### src/rtl/sva_pkg.sv
// rtl/sva_pkg.sv - shared types for the sequence thread engine
package sva_pkg;

    localparam int STEP_W  = 4;
    localparam int START_W = 16;

    typedef enum logic [1:0] {
        ST_IDLE   = 2'd0,
        ST_SCAN   = 2'd1,
        ST_LAUNCH = 2'd2
    } ctrl_state_t;

    typedef struct packed {
        logic               active;
        logic [STEP_W-1:0]  step;
        logic [START_W-1:0] start_period;
    } slot_t;

endpackage

### src/rtl/sva_edge_sync.sv
// rtl/sva_edge_sync.sv - three-stage gclk synchroniser with rising-edge detect
module sva_edge_sync (
    input  logic sys_clk,
    input  logic sys_rst_n,
    input  logic clr,
    input  logic gclk,
    output logic rise
);

    logic d0, d1, d2;

    always_ff @(posedge sys_clk or negedge sys_rst_n) begin
        if (!sys_rst_n) begin
            d0 <= 1'b0;
            d1 <= 1'b0;
            d2 <= 1'b0;
        end else if (clr) begin
            d0 <= 1'b0;
            d1 <= 1'b0;
            d2 <= 1'b0;
        end else begin
            d0 <= gclk;
            d1 <= d0;
            d2 <= d1;
        end
    end

    assign rise = d1 & ~d2 & ~clr;

endmodule

### src/rtl/sva_thread_engine.sv
// rtl/sva_thread_engine.sv - multi-slot sequence checker stepped once per gclk period
module sva_thread_engine
    import sva_pkg::*;
#(
    parameter int NUM_SIG     = 2,
    parameter int SEQ_LEN     = 3,
    parameter int MAX_THREADS = 4,
    parameter logic [SEQ_LEN-1:0][NUM_SIG-1:0] STEP_MASK = '0,
    parameter logic [SEQ_LEN-1:0][NUM_SIG-1:0] STEP_VAL  = '0,
    parameter bit FAIL_ON_FIRST = 1'b1,
    parameter int TIMER_WIDTH = 8,
    parameter int CNT_WIDTH   = 16
) (
    input  logic                             sys_clk,
    input  logic                             sys_rst_n,
    input  logic                             gclk,
    input  logic                             grst,
    input  logic                             en,
    input  logic [NUM_SIG-1:0]               sig_in,
    output logic                             busy,
    output logic                             succ,
    output logic                             fail,
    output logic [TIMER_WIDTH-1:0]           fail_start,
    output logic                             overflow,
    output logic                             miss,
    output logic [CNT_WIDTH-1:0]             pass_cnt,
    output logic [CNT_WIDTH-1:0]             fail_cnt,
    output logic [$clog2(MAX_THREADS+1)-1:0] active_cnt
);

    localparam int IDX_W = (MAX_THREADS > 1) ? $clog2(MAX_THREADS) : 1;
    localparam int ACT_W = $clog2(MAX_THREADS+1);

    ctrl_state_t            state_q, state_d;
    slot_t                  slots_q [MAX_THREADS];
    slot_t                  slots_d [MAX_THREADS];
    slot_t                  cur;
    logic [NUM_SIG-1:0]     sample_q, sample_d;
    logic [TIMER_WIDTH-1:0] timer_q, timer_d, launch_period;
    logic [IDX_W-1:0]       idx_q, idx_d, free_idx;
    logic                   free_found;
    logic                   succ_d, fail_d, overflow_d, miss_d;
    logic [TIMER_WIDTH-1:0] fail_start_d;
    logic [CNT_WIDTH-1:0]   pass_d, fail_cnt_d;
    logic                   rise;

    sva_edge_sync u_sync (
        .sys_clk   (sys_clk),
        .sys_rst_n (sys_rst_n),
        .clr       (grst),
        .gclk      (gclk),
        .rise      (rise)
    );

    function automatic logic step_match(input logic [NUM_SIG-1:0] s, input logic [STEP_W-1:0] k);
        step_match = 1'b0;
        for (int j = 0; j < SEQ_LEN; j++)
            if (k == STEP_W'(j))
                step_match = ((s ^ STEP_VAL[j]) & STEP_MASK[j]) == '0;
    endfunction

    always_comb begin
        state_d      = state_q;
        slots_d      = slots_q;
        sample_d     = sample_q;
        timer_d      = timer_q;
        idx_d        = idx_q;
        succ_d       = 1'b0;
        fail_d       = 1'b0;
        fail_start_d = '0;
        overflow_d   = 1'b0;
        free_found   = 1'b0;
        free_idx     = '0;
        cur          = slots_q[idx_q];
        // timer already advanced at this period's rise, so the period index is one behind
        launch_period = timer_q - 1'b1;
        miss_d       = rise & (state_q != ST_IDLE);

        case (state_q)
            ST_IDLE: begin
                if (rise) begin
                    state_d  = ST_SCAN;
                    sample_d = sig_in;
                    timer_d  = timer_q + 1'b1;
                    idx_d    = '0;
                end
            end
            ST_SCAN: begin
                if (cur.active) begin
                    if (step_match(sample_q, cur.step)) begin
                        if (cur.step == STEP_W'(SEQ_LEN-1)) begin
                            succ_d = 1'b1;
                            slots_d[idx_q].active = 1'b0;
                        end else begin
                            slots_d[idx_q].step = cur.step + 1'b1;
                        end
                    end else begin
                        fail_d       = 1'b1;
                        fail_start_d = cur.start_period[TIMER_WIDTH-1:0];
                        slots_d[idx_q].active = 1'b0;
                    end
                end
                if (idx_q == IDX_W'(MAX_THREADS-1)) state_d = ST_LAUNCH;
                else                                 idx_d   = idx_q + 1'b1;
            end
            ST_LAUNCH: begin
                state_d = ST_IDLE;
                if (en) begin
                    if (step_match(sample_q, '0)) begin
                        if (SEQ_LEN == 1) begin
                            succ_d = 1'b1;
                        end else begin
                            for (int i = MAX_THREADS-1; i >= 0; i--) begin
                                if (!slots_q[i].active) begin
                                    free_found = 1'b1;
                                    free_idx   = IDX_W'(i);
                                end
                            end
                            if (free_found)
                                slots_d[free_idx] = '{active: 1'b1, step: STEP_W'(1),
                                                      start_period: START_W'(launch_period)};
                            else
                                overflow_d = 1'b1;
                        end
                    end else if (FAIL_ON_FIRST) begin
                        fail_d       = 1'b1;
                        fail_start_d = launch_period;
                    end
                end
            end
            default: state_d = ST_IDLE;
        endcase

        pass_d     = pass_cnt;
        fail_cnt_d = fail_cnt;
        if (succ_d && (pass_cnt != '1)) pass_d     = pass_cnt + 1'b1;
        if (fail_d && (fail_cnt != '1)) fail_cnt_d = fail_cnt + 1'b1;

        if (grst) begin
            state_d      = ST_IDLE;
            for (int i = 0; i < MAX_THREADS; i++) slots_d[i] = '0;
            sample_d     = '0;
            timer_d      = '0;
            idx_d        = '0;
            succ_d       = 1'b0;
            fail_d       = 1'b0;
            fail_start_d = '0;
            overflow_d   = 1'b0;
            miss_d       = 1'b0;
            pass_d       = '0;
            fail_cnt_d   = '0;
        end
    end

    always_ff @(posedge sys_clk or negedge sys_rst_n) begin
        if (!sys_rst_n) begin
            state_q    <= ST_IDLE;
            for (int i = 0; i < MAX_THREADS; i++) slots_q[i] <= '0;
            sample_q   <= '0;
            timer_q    <= '0;
            idx_q      <= '0;
            succ       <= 1'b0;
            fail       <= 1'b0;
            fail_start <= '0;
            overflow   <= 1'b0;
            miss       <= 1'b0;
            pass_cnt   <= '0;
            fail_cnt   <= '0;
        end else begin
            state_q    <= state_d;
            slots_q    <= slots_d;
            sample_q   <= sample_d;
            timer_q    <= timer_d;
            idx_q      <= idx_d;
            succ       <= succ_d;
            fail       <= fail_d;
            fail_start <= fail_start_d;
            overflow   <= overflow_d;
            miss       <= miss_d;
            pass_cnt   <= pass_d;
            fail_cnt   <= fail_cnt_d;
        end
    end

    assign busy = (state_q != ST_IDLE);

    always_comb begin
        active_cnt = '0;
        for (int i = 0; i < MAX_THREADS; i++)
            active_cnt = active_cnt + ACT_W'(slots_q[i].active);
    end

endmodule

### config.mk
export PLATFORM = sky130hd
export DESIGN_NAME = sva_thread_engine
export DESIGN_NICKNAME = d
export VERILOG_FILES = /design/src/rtl/sva_pkg.sv /design/src/rtl/sva_edge_sync.sv /design/src/rtl/sva_thread_engine.sv
export SDC_FILE = /design/constraint.sdc
export NUM_CORES = 1
export LEC_CHECK = 0
export BUFFER_PORTS_ARGS = -buffer_cell sky130_fd_sc_hd__buf_2
export CAP_MARGIN = 20
export CORE_ASPECT_RATIO = 1.25
export CORE_MARGIN = 2
export CORE_UTILIZATION = 49
export DETAILED_ROUTE_END_ITERATION = 8
export PLACE_DENSITY = 0.78
export SLEW_MARGIN = 20
export SYNTH_ARGS = -nofsm -noshare
export SYNTH_HDL_FRONTEND = slang
export SYNTH_HIERARCHICAL = 1
export SYNTH_SLANG_ARGS = --single-unit
### constraint.sdc
create_clock -name sys_clk -period 2.9 [get_ports sys_clk]
set_clock_uncertainty 0.1 [all_clocks]
set_input_delay 0.58 -clock sys_clk [delete_from_list [all_inputs] [get_ports sys_clk]]
set_output_delay 0.58 -clock sys_clk [all_outputs]
set_load 0.1 [all_outputs]
==> key figures <==
Outcome
  • Status: finished clean

Drt
  • Vias per Instance: between 5 and 6
  • ANT nets after route: 0
  • Drt first pass iters: 5
  • Drc violations: 0
  • DR WL/cell: about 16 um
  • DRT iter0 DRCs: between 300 and 400
  • Final WL: around 12000 um
  • Routed via count: 4369

STA
  • Final period util: a little over nine tenths
  • Slew Limit Headroom: a little under three fifths
  • Final Hold Vio Count: 0
  • Sum Neg Setup Slack: 0 ns
  • Final Critical Period: 2.82 ns
  • Finish-stage setup viols: 0
  • Slew Limit Fails: 0
  • Least-Margin Pin Slew: 0.664 ns
  • RSZ-0062 raised after global routing: true
  • Max Clock Freq: about 350 MHz

Power and ir drop
  • Pwr per Cell Area: approximately 480 nW/um^2
  • Leak: between 2 and 3 nW
  • Peak VDD IR: ~0.00025 V
  • Power Total: slightly above 3 mW

Synthesis
  • Synthesized instance count: 550
  • Register area share after synthesis: 49.8%
  • Synth top area cells: dfrtp_1, nor2_1, mux4_2, xor2_1, ha_1
  • Register bit total from synthesis: ~110
  • Largest area contributor in the netlist: dfrtp_1
  • Share of the synthesized area in the top cell type: around half
  • Post-synth ARST share: 100%
  • Top-count cell post-synth: dfrtp_1
  • EDFF count, synth: 0
  • Primary FF master, synth: dfrtp_1
  • Synth warn: 6
  • Synth cell types: 48
  • Synthesized area: around 5600 um^2
  • Post-synth top cells: dfrtp_1, nor2_1, nand2_1
  • Net count after synthesis: 574
  • Mapped Avg Cell Area: roughly 10 um^2

Critical path
  • CP endpoint kind: primary output
  • Setup slack, reg-to-reg: 0.15 ns
  • Worst R2R End: fail_cnt[7]
  • Critical Path AT: around 2.1 ns
  • WP data required: 2.22 ns
  • Startpoint class of the critical path: flop
  • R2R cell count: 7
  • WS Path Type: reg -> out
  • Crit Path Max Fanout: 4
  • Reg2Reg Launch Point: idx_q[0]

Clocking
  • CTS tree: yes
  • CTS Hold Bufs: 0
  • H-tree depth: 3
  • Cts bufs inserted: 9
  • Reg clk slew, reported paths: around 0.080 ns
  • Clock root cell: clkbuf_16
  • Clock Path Buffers: 2
  • Worst-skew pair later-pin latency: 0.35 ns
  • Clk sink count: 111

Placement
  • Cells after DPL: ~730
  • DP HPWL: ~8600 um
  • IO Port Bufs: 52
  • Placer Congestion: 0.935

Floorplanning
  • Width of the die: between 90 and 100 um
  • I/O pin cnt: 55
  • Initial Utilization: between 50% and 60%
  • Die Span Y: around 120 um
  • Cell Rows: 43
  • Die area: roughly 12000 um^2
  • Core ar.: 11100 um^2

Layout
  • Fillers: approximately 910
  • Storage cell area: 2780 um^2
  • Nets: between 600 and 700
  • Multi-input logic area: 2650 um^2
  • Antenna cell count: 0
  • Share of layout cells above drive strength 1: around a fifth
  • Synth-to-layout area growth: 13.9%
  • Post-route insts no fill: ~740

Worst hold path
  • Worst min path class: in -> async

Global route
  • GRT Overall Usage: 20.4%
  • Initial antenna violation count: 0
  • Remaining global-route overflow: 0
  • Largest net degree at the start of global routing: 53
  • First-pass GRT wire length: roughly 20000 um
  • Vias in the first global route: about 4200

Run
  • Maxcap violations: 0
-- flip-flops by register name, indices dropped and copies added (netlist names) --
signal	cells
fail	1
fail_cnt	16
fail_start	8
idx_q	2
miss	1
overflow	1
pass_cnt	16
slots_q	52
state_q	2
succ	1
timer_q	8
u_sync/d0	1
u_sync/d1	1
u_sync/d2	1
-- cell families after synthesis --
family	synth area share, %
AOI/OAI and AO/OA	8.82
adders and majority gates	3.95
DFF	49.8
xor gates and xnor gates	6.28
buffers and inverters	3.16
muxes	6.82
and+or+nand+nor	21.2
-- power breakdown --
group | leakage, nW | switching (mW) | internal (mW)
clock | 0.144 | 0.587 | 0.603
sequential | 1.55 | 0.00970 | 1.56
combinational | 1.27 | 0.175 | 0.0869
total | 2.96 | 0.771 | 2.25
-- stage by stage --
step / area (um^2) / worst slack, ns / utilization [%] / hold WS [ns]
detailed placement: 6040 / 0.0764 / 54.5 / 0.350
finish: 6350 / 0.0780 / 57.3 / 0.147
global placement: 6040 / 0.180 / 54.5 / 0.342
CTS: 6320 / 0.00154 / 57.1 / 0.165
global route: 6350 / -0.0213 / 57.3 / 0.196
floorplan: 5580 / 0.0608 / - / 0.184
-- per-layer routing --
| layer | vias to the layer above | global-route usage [%] | wire length, um |
|---|---|---|---|
| met4 | 0 | 11.4 | 335 |
| met3 | 27 | 2.37 | 618 |
| met5 | - | 0 | 0 |
| li1 | 2028 | - | - |
| met2 | 163 | 34.7 | 6110 |
| met1 | 2151 | 25.4 | 4980 |
-- placed cells by master, fill, tap and decap left out, types with 10 or more instances in the layout --
cell type  synthesis  layout
nor2b_1           17      17
o31ai_1           18      18
and3_1            11      11
nand4_1           22      22
inv_1             17      17
o21ai_0           16      16
nand3_1           21      21
xnor2_1           10      10
nor2_1            79      78
nand2_1           50      50
ha_1              16      16
buf_2              3      50
mux4_2            12      12
xor2_1            30      30
a21oi_1           14      12
buf_4              0      18
dfrtp_1          111     110
-- worst max path at each step --
stage,from,to,slack [ns],cells past startpoint
after CTS,slots_q[83],active_cnt[1],0.002,6
after global placement,idx_q[0],fail_cnt[7],0.18,7
after global routing,idx_q[0],slots_q[58],-0.02,8
after detailed placement,idx_q[0],slots_q[38],0.08,8
after floorplan,idx_q[0],fail_cnt[7],0.06,8
final,slots_q[20],active_cnt[1],0.08,6
-- worst max-delay path: stages (launching register included) --
cell     delay [ns]
dfrtp_1        0.42
inv_1          0.10
fa_1           0.53
inv_1          0.04
ha_1           0.17
ha_1           0.34
buf_12         0.19
-- area by class of cell --
type	count	share of cell area (%)
multi-input combinational	393	41.6
clock inverter	7	0.985
inverter	18	1.06
sequential	111	43.7
tap	135	2.66
timing repair buffer	69	6.38
clock buffer	9	3.54
-- repair_timing --
| item | in CTS | in global routing |
|---|---|---|
| buffers inserted | 0 | 1 |
| setup endpoints to repair | 0 | 13 |
| resized for setup | 0 | 5 |
Power figures use the tool's default switching activity.
